--- src/rtl/control_unit_pkg.sv ---
// Shared definitions for the NanoRisc control unit: opcodes, ALU op codes
// and the packed bundle of datapath control signals.
package control_unit_pkg;

   localparam logic [2:0] OP_ADD    = 3'b000;
   localparam logic [2:0] OP_SUB    = 3'b001;
   localparam logic [2:0] OP_MUL    = 3'b010;
   localparam logic [2:0] OP_LOAD   = 3'b011;
   localparam logic [2:0] OP_STORE  = 3'b100;
   localparam logic [2:0] OP_BRANCH = 3'b101;
   localparam logic [2:0] OP_HALT   = 3'b110;
   localparam logic [2:0] OP_SEND   = 3'b111;

   localparam logic [1:0] ULA_ADD  = 2'd0;
   localparam logic [1:0] ULA_SUB  = 2'd1;
   localparam logic [1:0] ULA_MUL  = 2'd2;
   localparam logic [1:0] ULA_PASS = 2'd3;

   typedef struct packed {
      logic       pc_write;
      logic       reg_write;
      logic       is_send;
      logic       is_branch;
      logic [1:0] ula_op;
      logic       mem_write;
      logic       mem_read;
      logic       reg_mem_write;
   } ctrl_t;

   localparam ctrl_t CTRL_IDLE = '0;

endpackage

--- src/rtl/control_unit_decoder.sv ---
// Pure combinational opcode-to-control decode; every opcode value is defined.
module control_unit_decoder
   import control_unit_pkg::*;
(
   input  logic [2:0] opcode,
   output ctrl_t      ctrl
);

   always_comb begin
      ctrl = CTRL_IDLE;
      unique case (opcode)
         OP_ADD: begin
            ctrl.pc_write  = 1'b1;
            ctrl.reg_write = 1'b1;
            ctrl.ula_op    = ULA_ADD;
         end
         OP_SUB: begin
            ctrl.pc_write  = 1'b1;
            ctrl.reg_write = 1'b1;
            ctrl.ula_op    = ULA_SUB;
         end
         OP_MUL: begin
            ctrl.pc_write  = 1'b1;
            ctrl.reg_write = 1'b1;
            ctrl.ula_op    = ULA_MUL;
         end
         OP_LOAD: begin
            // Address is formed with ADD; write-back takes memory data.
            ctrl.pc_write      = 1'b1;
            ctrl.reg_write     = 1'b1;
            ctrl.ula_op        = ULA_ADD;
            ctrl.mem_read      = 1'b1;
            ctrl.reg_mem_write = 1'b1;
         end
         OP_STORE: begin
            ctrl.pc_write  = 1'b1;
            ctrl.ula_op    = ULA_ADD;
            ctrl.mem_write = 1'b1;
         end
         OP_BRANCH: begin
            // Compare via SUB; the datapath applies the condition.
            ctrl.pc_write  = 1'b1;
            ctrl.is_branch = 1'b1;
            ctrl.ula_op    = ULA_SUB;
         end
         OP_HALT: begin
            ctrl.ula_op = ULA_PASS;
         end
         OP_SEND: begin
            ctrl.pc_write = 1'b1;
            ctrl.is_send  = 1'b1;
            ctrl.ula_op   = ULA_PASS;
         end
         default: ctrl = CTRL_IDLE;
      endcase
   end

endmodule

--- src/rtl/control_unit.sv ---
// NanoRisc control unit: opcode decode, sticky halt state and output gating.
// Define CU_REGOUT_EN to register all eight control outputs (1-cycle latency).
module control_unit
   import control_unit_pkg::*;
(
   input  logic       clk,
   input  logic       rst_n,
   input  logic [2:0] opcode,
   output logic       PCWrite,
   output logic       RegWrite,
   output logic       isSend,
   output logic       isBranch,
   output logic [1:0] ULAOp,
   output logic       MemWrite,
   output logic       MemRead,
   output logic       RegMemWrite,
   output logic       halted
);

   ctrl_t dec_ctrl;
   ctrl_t out_ctrl;
   logic  halted_q;
   logic  halted_d;

   control_unit_decoder u_decoder (
      .opcode (opcode),
      .ctrl   (dec_ctrl)
   );

   // Halt state register; the state is visible directly on the halted port.
   always_ff @(posedge clk or negedge rst_n) begin
      if (!rst_n) begin
         halted_q <= 1'b0;
      end else begin
         halted_q <= halted_d;
      end
   end

   always_comb begin
      halted_d = halted_q;
      if (!halted_q && (opcode == OP_HALT)) begin
         halted_d = 1'b1;
      end
   end

`ifdef CU_REGOUT_EN
   ctrl_t ctrl_q;
   ctrl_t ctrl_d;

   always_comb begin
      ctrl_d = halted_q ? CTRL_IDLE : dec_ctrl;
   end

   always_ff @(posedge clk or negedge rst_n) begin
      if (!rst_n) begin
         ctrl_q <= CTRL_IDLE;
      end else begin
         ctrl_q <= ctrl_d;
      end
   end

   // The halting edge itself must already silence the freshly captured value.
   always_comb begin
      out_ctrl = halted_q ? CTRL_IDLE : ctrl_q;
   end
`else
   always_comb begin
      out_ctrl = halted_q ? CTRL_IDLE : dec_ctrl;
   end
`endif

   always_comb begin
      PCWrite     = out_ctrl.pc_write;
      RegWrite    = out_ctrl.reg_write;
      isSend      = out_ctrl.is_send;
      isBranch    = out_ctrl.is_branch;
      ULAOp       = out_ctrl.ula_op;
      MemWrite    = out_ctrl.mem_write;
      MemRead     = out_ctrl.mem_read;
      RegMemWrite = out_ctrl.reg_mem_write;
      halted      = halted_q;
   end

endmodule

--- config.mk ---
export PLATFORM = sky130hd
export DESIGN_NAME = control_unit
export DESIGN_NICKNAME = d
export VERILOG_FILES = /design/src/rtl/control_unit_pkg.sv /design/src/rtl/control_unit_decoder.sv /design/src/rtl/control_unit.sv
export SDC_FILE = /design/constraint.sdc
export NUM_CORES = 1
export LEC_CHECK = 0
export CORE_AREA = 2 2 39 41
export DETAILED_ROUTE_END_ITERATION = 8
export DIE_AREA = 0 0 41 43
export PLACE_DENSITY = 0.39
export SLEW_MARGIN = 25
export SYNTH_ARGS = -nofsm -noshare
export SYNTH_HDL_FRONTEND = slang
export SYNTH_SLANG_ARGS = --single-unit
--- constraint.sdc ---
create_clock -name clk -period 1.3 [get_ports clk]
set_input_delay 0.26 -clock clk [delete_from_list [all_inputs] [get_ports clk]]
set_output_delay 0.26 -clock clk [all_outputs]
set_load 0.02 [all_outputs]
# Yosys cells after proc, flatten, opt, wreduce, memory -nomap -nowiden
# Index checks and enable logic that the tools add are counted.
# W data, S select, Z words.
# classes
n_mux,8
eq_ne,7
reduce_logical,8
# op_table
operator,n
$eq A3 B3 Y1 const B,4
$mux W9,1
$pmux W2 S4,1
$reduce_or A7 Y1,1
$eq A3 B2 Y1 const B,2
$mux W1,5
$reduce_or A2 Y1,2
$reduce_or A4 Y1,1
$eq A3 B1 Y1 const B,1
$logic_not A3 Y1,1
$reduce_or A3 Y1,1
$mux W2,1
$logic_and A1 B1 Y1,1
$logic_not A1 Y1,1
# word_totals
wordCells,24
output_inout_bits,10
register_bits,1
input_bits,5

# Longest topological paths before layout
# Gate-level depths: netlist (run 1).
# logic_depth
depth_word,4
mapped_depth,3
mapped_depth_nobuf,2

# Modules after synthesis
# A second synthesis (run 1) with hierarchy kept.
# unflattened
hier_cells,22
hier_area_um2,158.9
# by_module_without_submodules
module,instances,seq_area_each_um2,cells_per_inst,area_each_um2
control_unit,1,25.0,12,93.8
control_unit_decoder,1,0.0,10,65.1

# Worst setup path before layout (run 1)
# Ideal clock, no wire load.
# synth_path
path_kind,register to output
from,register halted_q (netlist: halted)
to,output port RegMemWrite
path_stages_with_launch,4
n_path_buf,1
arrival_time_ns,1.279
t_required_ns,1.040
path_slack_ns,-0.239
cell_sequence,dfrtp_1 > nand2b_4 > nor3b_2 > buf_4
# synth_via
elab_chain_cells,1
# synth_lines
element,line,rtl
from (decl),control_unit.sv:22,logic halted_q;
from (signal assigned),control_unit.sv:35,halted_q <= halted_d;
$mux W9,control_unit.sv:68,out_ctrl = halted_q ? CTRL_IDLE : dec_ctrl;
to (decl),control_unit.sv:16,"output logic RegMemWrite,"
# Every way passes these cells.

# Worst setup path after layout (run 1)
# layout_path
from,input port opcode[1]
to,output port MemWrite
# layout_via
elab_chain_cells,3
# layout_lines
element,line,rtl
from (decl),control_unit.sv:8,"input logic [2:0] opcode,"
$eq A3 B3 Y1,control_unit_decoder.sv:11,unique case (opcode)
$mux W1,control_unit_decoder.sv:11,
$mux W9,control_unit.sv:68,
to (decl),control_unit.sv:14,"output logic MemWrite,"
# Every way passes these cells.

==> results by group, run 1 <==
Critical path
  – Type of the worst setup path: in2out
  – Required time of the critical path: 1.04 ns
  – Largest stage delay on the critical path: 0.28 ns
  – Worst reg2reg startpoint: halted
  – Worst r2r dst: halted
  – Reg2Reg Setup Slack: 0.46 ns
  – Worst Reg2Reg Path Length in Cells: 2
  – Element type at the critical path start: input port
  – CP cell instances: dlygate4sd2_1 -> nand2b_1 -> nor3_1 -> buf_2
  – Slowest cell on the critical path: sky130_fd_sc_hd__dlygate4sd2_1
  – Capturing element of the worst setup path: MemWrite
  – Critical path endpoint category: primary output
  – Arrival @ worst endpoint: 1.02 ns
  – Crit-path max FO: 5
  – Startpoint of the worst setup timing path: opcode[1]

Pwr
  – Maximum resistive drop on vdd: around 0.066 mV
  – Leak Pwr: ~0.15 nW
  – Switching portion of total power: 0.239
  – Share of total power in sequential cells: 0.502
  – Cell-internal power: 0.0483 mW
  – Power density of the placed cells: 216 nW/µm²
  – Fraction of power consumed by combinational cells: 0.498
  – Clock Power Share: 0
  – Switching Power: 0.0152 mW

Drt
  – Starting DRC count in detailed routing: 2
  – DRC violation count after routing: 0
  – Detailed-routing iteration count for the pre-antenna-repair pass: 4
  – Routed length per instance: slightly above 10 µm
  – Number of antenna-violating nets in the routed design: 0
  – Wirelength, routed: approximately 500 µm
  – Via-to-Cell Ratio: 3.69
  – Total via count in the routed design: 181

Cells and area
  – Diodes inserted: 0
  – Share of layout cells above drive strength 1: 0.576
  – Fill cell instance count of the final layout: between 150 and 200
  – Number of flip-flops under the largest register name: 1
  – Fin nets: 40
  – Layout area overhead: 122%

Placement
  – Detailed placement HPWL: 376 µm
  – Final RePlAce weighted congestion: 0.597
  – Buffers on Ports: 14

GRT
  – Global-route usage over all layers: 0.0501
  – Largest net degree at the start of global routing: 6
  – Number of global-route vias before repair: 161
  – Remaining global-route overflow: 0
  – First-pass GRT wire length: 648 µm
  – Antenna violations before repair: 0

STA
  – Actual transition at the worst max-transition pin: between 0.2 and 0.25 ns
  – Total negative slack for setup checks: 0 ns
  – Highest clock rate: 779 MHz
  – Total of endpoints with negative setup slack in the final report: 0
  – Final-report max-slew violation count: 0
  – Skew final: 0 ns
  – Hold_ws: just over 0.4 ns
  – Final critical-path required period: 1.28 ns
  – Worst slew margin: 0.857
  – Final hold violation count: 0
  – Final critical-path share of the clock period: 0.987
  – RSZ-0062 raised after global routing: yes

Synthesis
  – Proportion of netlist area held by the largest area contributor: 0.189
  – Mapped cell area: 133 µm²
  – Dominant register cell in the synthesized netlist: sky130_fd_sc_hd__dfrtp_1
  – Cell with the most instances after synthesis: sky130_fd_sc_hd__nor2_1
  – Number of cells produced by synthesis: 16
  – Largest area contributor in the netlist: sky130_fd_sc_hd__dfrtp_1
  – Synthesized area divided by synthesized cell count: just over 8 µm²
  – Yosys cell types: 12
  – Number of flops mapped to enable cells by yosys: 0
  – Largest cells by area after synthesis: sky130_fd_sc_hd__dfrtp_1 19%, sky130_fd_sc_hd__nor3b_2 19%, sky130_fd_sc_hd__nand2b_4 10%
  – Synth Net Count: 21
  – Flip-flop and latch count after synthesis: 1
  – Sequential area share after synthesis: 0.189
  – Synth warnings: 0
  – Async set-reset flop share out of synthesis: 1.00
  – Most frequent cells after synthesis: 3 x sky130_fd_sc_hd__nor2_1, 2 x sky130_fd_sc_hd__nand2b_1, 2 x sky130_fd_sc_hd__nor3b_2

Clock network
  – Clk slew on worst S/H paths: 0 ns
  – Hold buffer count at cts: 0
  – Skew-Pair Late Insertion Delay: 0 ns

Floorplan
  – I/O pin count: 15
  – Core area: 1380 µm²
  – Die ar.: ~1800 µm²
  – Starting density of the core: 0.0958
  – Die extent in y: 43 µm
  – Die width: 41 µm
  – Count of standard-cell rows: 14

Outcome
  – Status: finished clean

Hold path
  – Worst hold path type: in2async

Run
  – Maxcap violations: 0
## layout by cell type, fill, tap and decap left out
| cell | netlist | routed |
|---|---|---|
| sky130_fd_sc_hd__nor3_1 | 1 | 1 |
| sky130_fd_sc_hd__dfrtp_2 | 0 | 1 |
| sky130_fd_sc_hd__clkbuf_2 | 0 | 1 |
| sky130_fd_sc_hd__nor3b_4 | 0 | 1 |
| sky130_fd_sc_hd__nor3b_2 | 2 | 1 |
| sky130_fd_sc_hd__o21bai_1 | 1 | 1 |
| sky130_fd_sc_hd__buf_6 | 0 | 2 |
| sky130_fd_sc_hd__dlygate4sd2_1 | 0 | 3 |
| sky130_fd_sc_hd__nand2b_1 | 2 | 2 |
| sky130_fd_sc_hd__clkdlybuf4s15_2 | 0 | 1 |
| sky130_fd_sc_hd__buf_4 | 1 | 5 |
| sky130_fd_sc_hd__nand2_1 | 1 | 1 |
| sky130_fd_sc_hd__buf_2 | 0 | 5 |
| sky130_fd_sc_hd__o21ba_1 | 1 | 1 |
| sky130_fd_sc_hd__a21oi_2 | 0 | 1 |
| sky130_fd_sc_hd__clkdlybuf4s50_1 | 0 | 1 |
| sky130_fd_sc_hd__nor2_1 | 3 | 3 |
| sky130_fd_sc_hd__nor2b_1 | 1 | 1 |
| sky130_fd_sc_hd__nand2b_4 | 1 | 1 |
## power groups by stage
stage | logic [mW] | registers, mW | clock network (mW)
floorplan | 0.00830 | 0.0320 | 0
finish | 0.0316 | 0.0319 | 0
CTS | 0.0312 | 0.0319 | 0
global placement | 0.0338 | 0.0319 | 0
global route | 0.0339 | 0.0319 | 0
detailed placement | 0.0336 | 0.0319 | 0
## metal layers
metal,GRT usage,vias to the layer above,wire length (µm)
met5,0,-,0
met4,0,0,0
met3,0.0157,0,93
met2,0.0594,17,156
met1,0.0895,76,248
li1,-,88,-
## timing repair
item / CTS / global route
setup buffers: 0 / 0
pin swaps: 0 / 0
endpoints found under the setup margin: 10 / 6
resized for setup: 43 / 5
## how the worst min path moves through the flow
stage               start  slack (ns)  depth (start not counted)     end
finish              rst_n        0.41                          1  halted
global placement    rst_n        0.42                          1  halted
global route        rst_n        0.42                          1  halted
floorplan           rst_n       -0.04                          0  halted
CTS                 rst_n        0.42                          1  halted
detailed placement  rst_n        0.42                          1  halted
## cell families after synthesis
family | Yosys count | synth area share
AOI/OAI and AO/OA | 3 | 0.170
buffers and inverters | 1 | 0.0566
DFF | 1 | 0.189
and+or+nand+nor | 11 | 0.585
## cell type report
class | instances | area (µm²) | share of cell area
multi-input combinational | 14 | 110 | 0.374
sequential | 1 | 26.3 | 0.0894
tap | 16 | 20.0 | 0.0681
timing repair buffer | 18 | 138 | 0.468
## critical path: cells and delay by family
family	cells	cell delay (ns)
buffers and inverters	2	0.47
AND/OR/NAND/NOR	2	0.30
## per-stage QoR
stage                     cells  total power [mW]  area, µm²  utilization  setup WS [ns]
after floorplan              16            0.0403        144            -        -0.0805
after global placement       49            0.0657        323        0.233         -0.731
after detailed placement     49            0.0655        323        0.233         -0.762
after CTS                    49            0.0631        285        0.206        0.00670
after global routing         49            0.0658        294        0.212        -0.0279
final                        49            0.0634        294        0.212         0.0164
Note: power is estimated with default switching activity, not from simulation.
==> run 2, diff against run 1 <==
--- a/config.mk
+++ b/config.mk
@@ -9,7 +9,6 @@
 export DETAILED_ROUTE_END_ITERATION = 8
 export DIE_AREA = 0 0 41 43
 export PLACE_DENSITY = 0.39
-export SLEW_MARGIN = 25
 export SYNTH_ARGS = -nofsm -noshare
 export SYNTH_HDL_FRONTEND = slang
 export SYNTH_SLANG_ARGS = --single-unit
==> results of run 2 <==
Same layout as run 1: the final DEF is identical, and so are final timing and power.
==> run 3, diff against run 2 <==
--- a/config.mk
+++ b/config.mk
@@ -8,6 +8,7 @@
 export CORE_AREA = 2 2 39 41
 export DETAILED_ROUTE_END_ITERATION = 8
 export DIE_AREA = 0 0 41 43
+export MAX_ROUTING_LAYER = met4
 export PLACE_DENSITY = 0.39
 export SYNTH_ARGS = -nofsm -noshare
 export SYNTH_HDL_FRONTEND = slang
==> constraint.sdc (replaced) <==
create_clock -name clk -period 1.2 [get_ports clk]
set_input_delay 0.24 -clock clk [delete_from_list [all_inputs] [get_ports clk]]
set_output_delay 0.24 -clock clk [all_outputs]
set_load 0.02 [all_outputs]
==> run 3 against run 2 <==
  * Via count fell by 5.0%
  * Clock skew unchanged
  * Total power grew 12%
  * Sequential power is 8.2% higher
  * Final cell count unchanged
  * Global-route usage increased by 0.12 points
  * First-iteration DRC count grew 50%
==> results by group, run 3 (synthesis results as in run 1) <==
GRT
  – Number of global-route vias before repair: 153 (was 161)
  – Antenna violations before repair: 0 (unchanged)
  – Global-route usage over all layers: 0.0513 (was 0.0501)
  – Largest net degree at the start of global routing: 7 (was 6)
  – Remaining global-route overflow: 0 (unchanged)
  – First-pass GRT wire length: 669 µm (was 648 µm)

Run
  – Maxcap violations: 0 (unchanged)

Clock network
  – Post-CTS setup buffer count: 0 (unchanged)
  – Skew-Pair Late Insertion Delay: 0 ns (about the same)
  – Clk slew on worst S/H paths: 0 ns (about the same)

Critical path
  – Element type at the critical path start: register (was input port)
  – Slowest cell on the critical path: sky130_fd_sc_hd__dfrtp_2 (was sky130_fd_sc_hd__dlygate4sd2_1)
  – Startpoint of the worst setup timing path: halted (was opcode[1])
  – Largest stage delay on the critical path: 0.38 ns (was 0.28 ns)
  – CP cell instances: buf_4 -> nor2_1 -> clkdlybuf4s15_1 (was dlygate4sd2_1 -> nand2b_1 -> nor3_1 -> buf_2)
  – Arrival @ worst endpoint: 0.93 ns (was 1.02 ns)
  – Type of the worst setup path: reg2out (was in2out)
  – Critical path endpoint category: primary output (unchanged)
  – Crit-path max FO: 6 (was 5)
  – Worst reg2reg startpoint: halted (unchanged)
  – Required time of the critical path: 0.96 ns (was 1.04 ns)

Cells and area
  – Leading cell type in the layout, fill and taps excluded: sky130_fd_sc_hd__buf_2
  – Layout area overhead: 125% (was 122%)
  – Layout Cells excl Fill: 49 (unchanged)
  – Layout Utilization: 0.216 (was 0.212)
  – Share of layout cells above drive strength 1: 0.697 (was 0.576)
  – Diodes inserted: 0 (unchanged)
  – Number of flip-flops under the largest register name: 1 (unchanged)
  – Leading cell types in the layout, fill and taps excluded: 7 x sky130_fd_sc_hd__buf_2, 5 x sky130_fd_sc_hd__buf_4, 3 x sky130_fd_sc_hd__nor2_1 (was 5 x sky130_fd_sc_hd__buf_4, 5 x sky130_fd_sc_hd__buf_2, 3 x sky130_fd_sc_hd__nor2_1, 3 x sky130_fd_sc_hd__dlygate4sd2_1)
  – Summed area of non-filler cells in the final layout: 299 µm² (was 294 µm²)
  – Fill cell instance count of the final layout: 153 (was 151)
  – Fin nets: 40 (unchanged)

STA
  – Final hold violation count: 0 (unchanged)
  – Final-report max-slew violation count: 0 (unchanged)
  – Hold_ws: 0.395 ns (was 0.415 ns)
  – Skew final: 0 ns (unchanged)
  – Final critical-path required period: 1.17 ns
  – Total of endpoints with negative setup slack in the final report: 0 (unchanged)
  – Actual transition at the worst max-transition pin: 0.198 ns (was 0.215 ns)
  – RSZ-0062 raised after global routing: yes (unchanged)
  – Final critical-path share of the clock period: 0.971
  – Worst slew margin: 0.868 (was 0.857)
  – Highest clock rate: 858 MHz

Outcome
  – Status: finished clean (unchanged)

Floorplan
  – Die ar.: 1760 µm² (unchanged)
  – Die width: 41 µm (unchanged)
  – Die extent in y: 43 µm (unchanged)
  – I/O pin count: 15 (unchanged)
  – Count of standard-cell rows: 14 (unchanged)
  – Starting density of the core: 0.0958 (unchanged)
  – Core area: 1380 µm² (unchanged)

Pwr
  – Power density of the placed cells: 239 nW/µm² (was 216 nW/µm²)
  – Maximum resistive drop on vdd: 0.0673 mV (was 0.0658 mV)
  – Leak Pwr: 0.150 nW (was 0.147 nW)
  – Total Power Consumption: 0.0714 mW (was 0.0634 mW)

Drt
  – DRC violation count after routing: 0 (unchanged)
  – Starting DRC count in detailed routing: 3 (was 2)
  – Detailed-routing iteration count for the pre-antenna-repair pass: 3 (was 4)
  – Number of antenna-violating nets in the routed design: 0 (unchanged)
  – Wirelength, routed: 440 µm (was 498 µm)
  – Routed length per instance: 8.98 µm (was 10.2 µm)
  – Total via count in the routed design: 172 (was 181)
  – Via-to-Cell Ratio: 3.51 (was 3.69)

Placement
  – Final RePlAce weighted congestion: 0.586 (was 0.597)
  – Detailed placement HPWL: 364 µm (was 376 µm)
  – Placed Cells: 49 (unchanged)
  – Placed inst area: 323 µm² (unchanged)
  – Buffers on Ports: 14 (unchanged)

Hold path
  – Worst hold path type: in2async (unchanged)
run 3: cell types whose count changed in the layout (fill, tap and decap cells not counted), sizes merged:
cell / change
dlygate4sd2: -3
buf: +2
clkdlybuf4s15: +1
run 3: stage by stage:
stage	setup slack (ns)	TNS (ns)
after global routing	-0.0130	-0.0239
final	0.0343	0
after detailed placement	-0.811	-6.69
after CTS	0.0107	0
after floorplan	-0.161	-0.188
after global placement	-0.799	-6.78
run 3: path summary, 6_finish.rpt:
kind | endpoint | slack (ns) | depth (start not counted)
max | RegWrite | 0.03 | 3
min | halted | 0.39 | 1
max reg2reg | halted | 0.27 | 3
min reg2reg | halted | 0.71 | 3
max in group asynchronous | halted | 0.69 | 1
min in group clk | halted | 0.59 | 3
run 3: report_power, final:
| part | total, mW | switching [mW] | internal [mW] |
|---|---|---|---|
| Sequential | 0.0345 | 0.0000525 | 0.0344 |
| Clock | 0 | 0 | 0 |
| Combinational | 0.0369 | 0.0173 | 0.0196 |
run 3: timing repair:
item,4_1_cts,5_1_grt
hold buffers,0,0
setup endpoints to repair,11,7
endpoints found under the hold margin,0,0
resized for setup,53,4
pin swaps,1,2
run 3: final cells by class:
type | instances | area, µm² | area share
flip-flops and latches | 1 | 26.3 | 0.0879
repair buffers | 18 | 131 | 0.439
multi-input cells | 14 | 121 | 0.406
well taps | 16 | 20.0 | 0.0669
run 3: worst max-delay path, delay by kind of cell, from the launching register on:
kind / cells / cell delay, ns
buffers and inverters: 2 / 0.45
AND/OR/NAND/NOR: 1 / 0.09
flip-flops: 1 / 0.38
run 3: metal layers:
layer	wire [µm]	GRT usage	up-vias
li1	-	-	89
met1	237	0.0955	68
met2	116	0.0563	15
met3	86	0.0105	0
met4	0	0	0
met5	0	-	-
